--- config.mk ---
export PLATFORM = sky130hd
export DESIGN_NAME = mem_arbiter
export DESIGN_NICKNAME = d
export VERILOG_FILES = /design/src/rtl/cpu_types_pkg.sv /design/src/rtl/starve_counter.sv /design/src/rtl/mem_arbiter.sv
export SDC_FILE = /design/constraint.sdc
export NUM_CORES = 1
export LEC_CHECK = 0
export CORE_AREA = 2 2 104 106
export DETAILED_ROUTE_END_ITERATION = 10
export DIE_AREA = 0 0 106 108
export PLACE_DENSITY_LB_ADDON = 0.15
export SLEW_MARGIN = 30
export SYNTH_ARGS = -nofsm -noshare
export SYNTH_HDL_FRONTEND = slang
export SYNTH_SLANG_ARGS = --single-unit
--- constraint.sdc ---
create_clock -name CLK -period 1.89 [get_ports CLK]
set_clock_uncertainty 0.15 [all_clocks]
set_input_delay 0.4725 -clock CLK [delete_from_list [all_inputs] [get_ports CLK]]
set_output_delay 0.4725 -clock CLK [all_outputs]
set_load 0.02 [all_outputs]
--- src/rtl/cpu_types_pkg.sv ---
// Shared CPU-side types: RAM status encoding and the memory arbiter's grant states.
package cpu_types_pkg;

  typedef enum logic [1:0] {
    FREE   = 2'd0,
    BUSY   = 2'd1,
    ACCESS = 2'd2,
    ERROR  = 2'd3
  } ramstate_t;

  typedef enum logic [1:0] {
    IDLE  = 2'd0,
    GNT_D = 2'd1,
    GNT_I = 2'd2
  } arb_state_t;

  localparam int DSTARVE_MAX_DEF = 4;

endpackage

--- src/rtl/starve_counter.sv ---
// Saturating 4-bit event counter; clear wins over increment.
module starve_counter
  import cpu_types_pkg::*;
(
  input  logic       CLK,
  input  logic       nRST,
  input  logic       inc,
  input  logic       clr,
  output logic [3:0] count
);

  always_ff @(posedge CLK or negedge nRST) begin
    if (!nRST) begin
      count <= 4'd0;
    end else if (clr) begin
      count <= 4'd0;
    end else if (inc && (count != 4'hF)) begin
      count <= count + 4'd1;
    end
  end

endmodule

--- src/rtl/mem_arbiter.sv ---
// Single-port RAM arbiter between icache and dcache: data-side priority,
// grant hold across multi-word transactions, bounded icache starvation.
module mem_arbiter
  import cpu_types_pkg::*;
#(
  parameter int WORD_W      = 32,
  parameter int DSTARVE_MAX = DSTARVE_MAX_DEF
) (
  input  logic              CLK,
  input  logic              nRST,
  input  logic              iREN,
  input  logic [WORD_W-1:0] iaddr,
  output logic [WORD_W-1:0] iload,
  output logic              iwait,
  input  logic              dREN,
  input  logic              dWEN,
  input  logic [WORD_W-1:0] daddr,
  input  logic [WORD_W-1:0] dstore,
  output logic [WORD_W-1:0] dload,
  output logic              dwait,
  output logic              ramREN,
  output logic              ramWEN,
  output logic [WORD_W-1:0] ramaddr,
  output logic [WORD_W-1:0] ramstore,
  input  logic [WORD_W-1:0] ramload,
  input  logic [1:0]        ramstate,
  output logic [3:0]        starve_cnt
);

  arb_state_t state;
  logic       d_req;
  logic       complete;
  logic       starve_hit;
  logic       cnt_inc;
  logic       cnt_clr;

  assign d_req      = dREN | dWEN;
  assign complete   = (ramstate == ACCESS);
  // True when the data word completing now would be the last one the icache tolerates.
  assign starve_hit = (({1'b0, starve_cnt} + 5'd1) == 5'(DSTARVE_MAX));
  assign cnt_inc    = (state == GNT_D) && complete && iREN;
  assign cnt_clr    = !iREN || ((state == GNT_I) && complete);

  starve_counter u_starve (
    .CLK   (CLK),
    .nRST  (nRST),
    .inc   (cnt_inc),
    .clr   (cnt_clr),
    .count (starve_cnt)
  );

  // Grants change only on an owner's request drop or on a completion cycle.
  always_ff @(posedge CLK or negedge nRST) begin
    if (!nRST) begin
      state <= IDLE;
    end else begin
      case (state)
        IDLE: begin
          if (d_req)     state <= GNT_D;
          else if (iREN) state <= GNT_I;
        end
        GNT_D: begin
          if (!d_req)                           state <= iREN ? GNT_I : IDLE;
          else if (complete && iREN && starve_hit) state <= GNT_I;
        end
        GNT_I: begin
          if (!iREN)                  state <= d_req ? GNT_D : IDLE;
          else if (complete && d_req) state <= GNT_D;
        end
        default: state <= IDLE;
      endcase
    end
  end

  always_comb begin
    ramREN   = 1'b0;
    ramWEN   = 1'b0;
    ramaddr  = '0;
    ramstore = '0;
    iload    = '0;
    dload    = '0;
    iwait    = 1'b1;
    dwait    = 1'b1;
    case (state)
      GNT_D: begin
        ramREN   = dREN;
        ramWEN   = dWEN;
        ramaddr  = daddr;
        ramstore = dstore;
        dload    = ramload;
        dwait    = !complete;
      end
      GNT_I: begin
        ramREN  = iREN;
        ramaddr = iaddr;
        iload   = ramload;
        iwait   = !complete;
      end
      default: begin
      end
    endcase
  end

endmodule

==> summary.txt <==
Outcome
  • Outcome: finished with violations
  • Violated checks: setup timing

Placed design
  • DP HPWL: between 7000 and 8000 um
  • Cell Area, Placed: approximately 0.0047 mm^2
  • Placer congestion estimate: approximately 0.76
  • Place WS: -0.577 ns
  • Number of port buffers: between 200 and 300

Floorplanning
  • Initial Util: around 16%
  • Top-Level Pins: 271
  • Die W: 106 um
  • Rows: 37
  • Die height: around 110 um
  • Die area: around 0.011 mm^2
  • Core region area: 0.0102 mm^2

Routing
  • DR WL/cell: approximately 16 um
  • Vias per cell: approximately 4.2
  • Routed wire length: 10900 um
  • Number of DRC markers in iteration 0: just under 70
  • Vias: between 2000 and 3000
  • Drt drc: 0
  • Post-route ant nets: 0
  • Drt pass-1 iters: 4

STA
  • Final WS setup: -0.352 ns
  • Final Max Slew Viols: 0
  • Final hold violations: 0
  • Worst slew margin: approximately four fifths
  • Period utilization: 119%
  • Worst-margin pin slew: just under 0.3 ns
  • Fin crit period: 2.24 ns
  • RSZ-0062 raised after global routing: yes
  • Fmax: roughly 450 MHz
  • Final setup vio count: roughly 140

Critical path
  • Crit Path Class: register to primary output
  • Cell family with the largest share of critical-path delay: buffers and inverters
  • Crit path required time: 1.27 ns
  • Critical path startpoint category: register
  • Slowest cell on the critical path: dfrtp_1
  • CP Max Fanout: 11
  • Worst path max stage delay: approximately 0.40 ns
  • WP data arrival: about 1.6 ns
  • Buf+Inv Stages, Crit Path: 3
  • Critical-path cell list: buf_6 -> ha_4 -> buf_8 -> a22oi_1 -> nor2b_2 -> clkdlybuf4s15_2
  • Crit. End Element: primary output
  • Reg2reg setup slack: -0.17 ns

Final layout
  • Syn-to-layout area delta: 247%
  • Nets: between 600 and 700
  • Ant. Diodes: 0
  • Final design instance area without fill: roughly 0.0055 mm^2
  • Fillcell total: ~940
  • Share of cells above drive strength 1: a little under three fifths

Yosys
  • Post-Syn Area: between 0.0015 and 0.002 mm^2
  • Synth area leader: and2_1
  • Seq/Total Area, Yosys: 9.40%
  • Synth top area share: between 30 and 40%
  • Yosys warns: 0
  • Seq cells post-synth: 6
  • Syn_nets: between 300 and 400
  • Largest cells by area after synthesis: and2_1 38%, a22oi_1 15%, nor2b_1 13%
  • Mapped Avg Cell Area: 6.89 um^2
  • Synthesized instance count: 232
  • Distinct cells, synth: 27

GRT
  • First-pass GRT wire length: between 15000 and 20000 um
  • All-Layer GR Usage: between 10% and 20%
  • Number of global-route vias before repair: roughly 2800
  • Largest net degree at the start of global routing: 32
  • Initial antenna violation count: 0
  • Overflow after GRT: 0

Clock network
  • CTS root buf: clkbuf_8
  • Clock net sink count: 6
  • Clk Latency, worst-skew pair: about 0.22 ns
  • H-tree levels: 1
  • Clk slew on worst S/H paths: approximately 0.040 ns
  • Max clock buf depth: 2
  • CTS buffer count: 3
  • CTS tree: built

Pwr
  • PD cells: 1330 mW/mm^2
  • Worst VDD drop: about 750 uV
  • Leakage Power: 2.45 nW

Hold path
  • Min-delay worst type: input pin to asynchronous set/reset pin

Flow run
  • Max cap viols: 0
## report_power, final
| part | internal (W) | total [W] | switching [W] |
|---|---|---|---|
| Combinational | 0.00388 | 0.00699 | 0.00311 |
| Sequential | 0.000159 | 0.000199 | 0.0000403 |
| Clock | 0.000137 | 0.000190 | 0.0000536 |
## sequential cells by signal, summed over array words and instances, names as in the netlist
signal	count
state	2
u_starve.count	4
## metal layers
layer  vias to the layer above  GRT usage (%)  share of wire, %
met5                         -              0                 0
met1                      1329           20.2                39
li1                       1388              -                 -
met2                       122           34.5                54
met4                         0           2.82              0.78
met3                         8           3.56               6.7
## kinds of logic (layout without fill, tap and decap cells)
group	count (synthesis)	after routing	share of synthesized area (%)
buffers and inverters	24	332	5.95
multiplexers	3	3	2.04
XOR/XNOR	3	3	1.64
adder cells (fa/ha/maj)	6	6	4.70
flip-flops	6	6	9.40
AO/OA/AOI/OAI	44	44	20.0
AND/OR/NAND/NOR	146	146	56.3
## what timing repair did
action                     4_1_cts  5_1_grt
hold buffers                     0        0
pin swaps                        9        5
setup endpoints to repair      140      135
gates cloned                     8        2
buffers inserted                17       11
gates resized for setup        737       98
## worst paths after layout
kind / from / to / depth (start not counted)
max: state[1] / ramaddr[19] / 6
min in group CLK: state[0] / state[0] / 1
min reg2reg: state[0] / state[0] / 1
min: nRST / u_starve.count[3] / 1
max reg2reg: state[1] / state[0] / 9
max in group asynchronous: nRST / state[0] / 1
## Yosys cell counts
master / n
o21ai_0: 2
dfrtp_1: 6
and2_1: 97
clkbuf_1: 16
a21boi_0: 1
a311oi_2: 1
xnor2_1: 1
xor2_1: 2
a211oi_1: 1
or2_1: 1
buf_1: 1
buf_2: 4
nor2b_4: 1
nor4bb_1: 1
mux2_1: 2
nor3_1: 1
a22oi_1: 32
a31oi_1: 3
nor2b_1: 32
inv_1: 3
nor2_1: 3
nand3_2: 1
a21oi_1: 4
nand2_1: 8
mux2i_1: 1
ha_1: 6
and3_1: 1
## stage by stage
stage / TNS (ns) / power, W / utilization (%) / cells / hold slack (ns)
after global routing: -39.70 / 0.00779 / 54.2 / 676 / 0.370
final: -30.13 / 0.00738 / 54.2 / 676 / 0.355
after CTS: -34.20 / 0.00701 / 52.0 / 666 / 0.358
after detailed placement: -64.40 / 0.00545 / 45.9 / 638 / 0.414
after floorplan: -0.00958 / 0.00297 / - / 232 / 0.0269
after global placement: -60.55 / 0.00543 / 45.9 / 638 / 0.391
## cell usage in the layout (no fill, tap or decap), types with 2 or more instances in the layout
master           instances
clkdlybuf4s15_2          9
clkbuf_16                2
xor2_1                   2
a22oi_2                 29
ha_1                     3
ha_4                     3
clkbuf_8                 3
nor2_1                   3
o21ai_0                  2
buf_16                   5
and2_1                  59
buf_12                   8
a31oi_1                  3
and2_4                  38
nor2b_2                 32
a21oi_1                  4
buf_4                   53
buf_2                    8
dfrtp_1                  5
clkdlybuf4s50_1        131
a22oi_1                  3
dlygate4sd2_1            7
nand2_1                  6
mux2_1                   2
buf_8                    4
buf_6                   99
## final cells by class
type	count	area (um^2)	share of cell area, %
clock buffers	3	41.3	0.745
inverters	3	13.8	0.248
multi-input cells	202	1730	31.3
flip-flops and latches	6	151	2.73
well taps	136	170	3.07
repair buffers	326	3430	61.9
(Power assumes the default switching activity.)
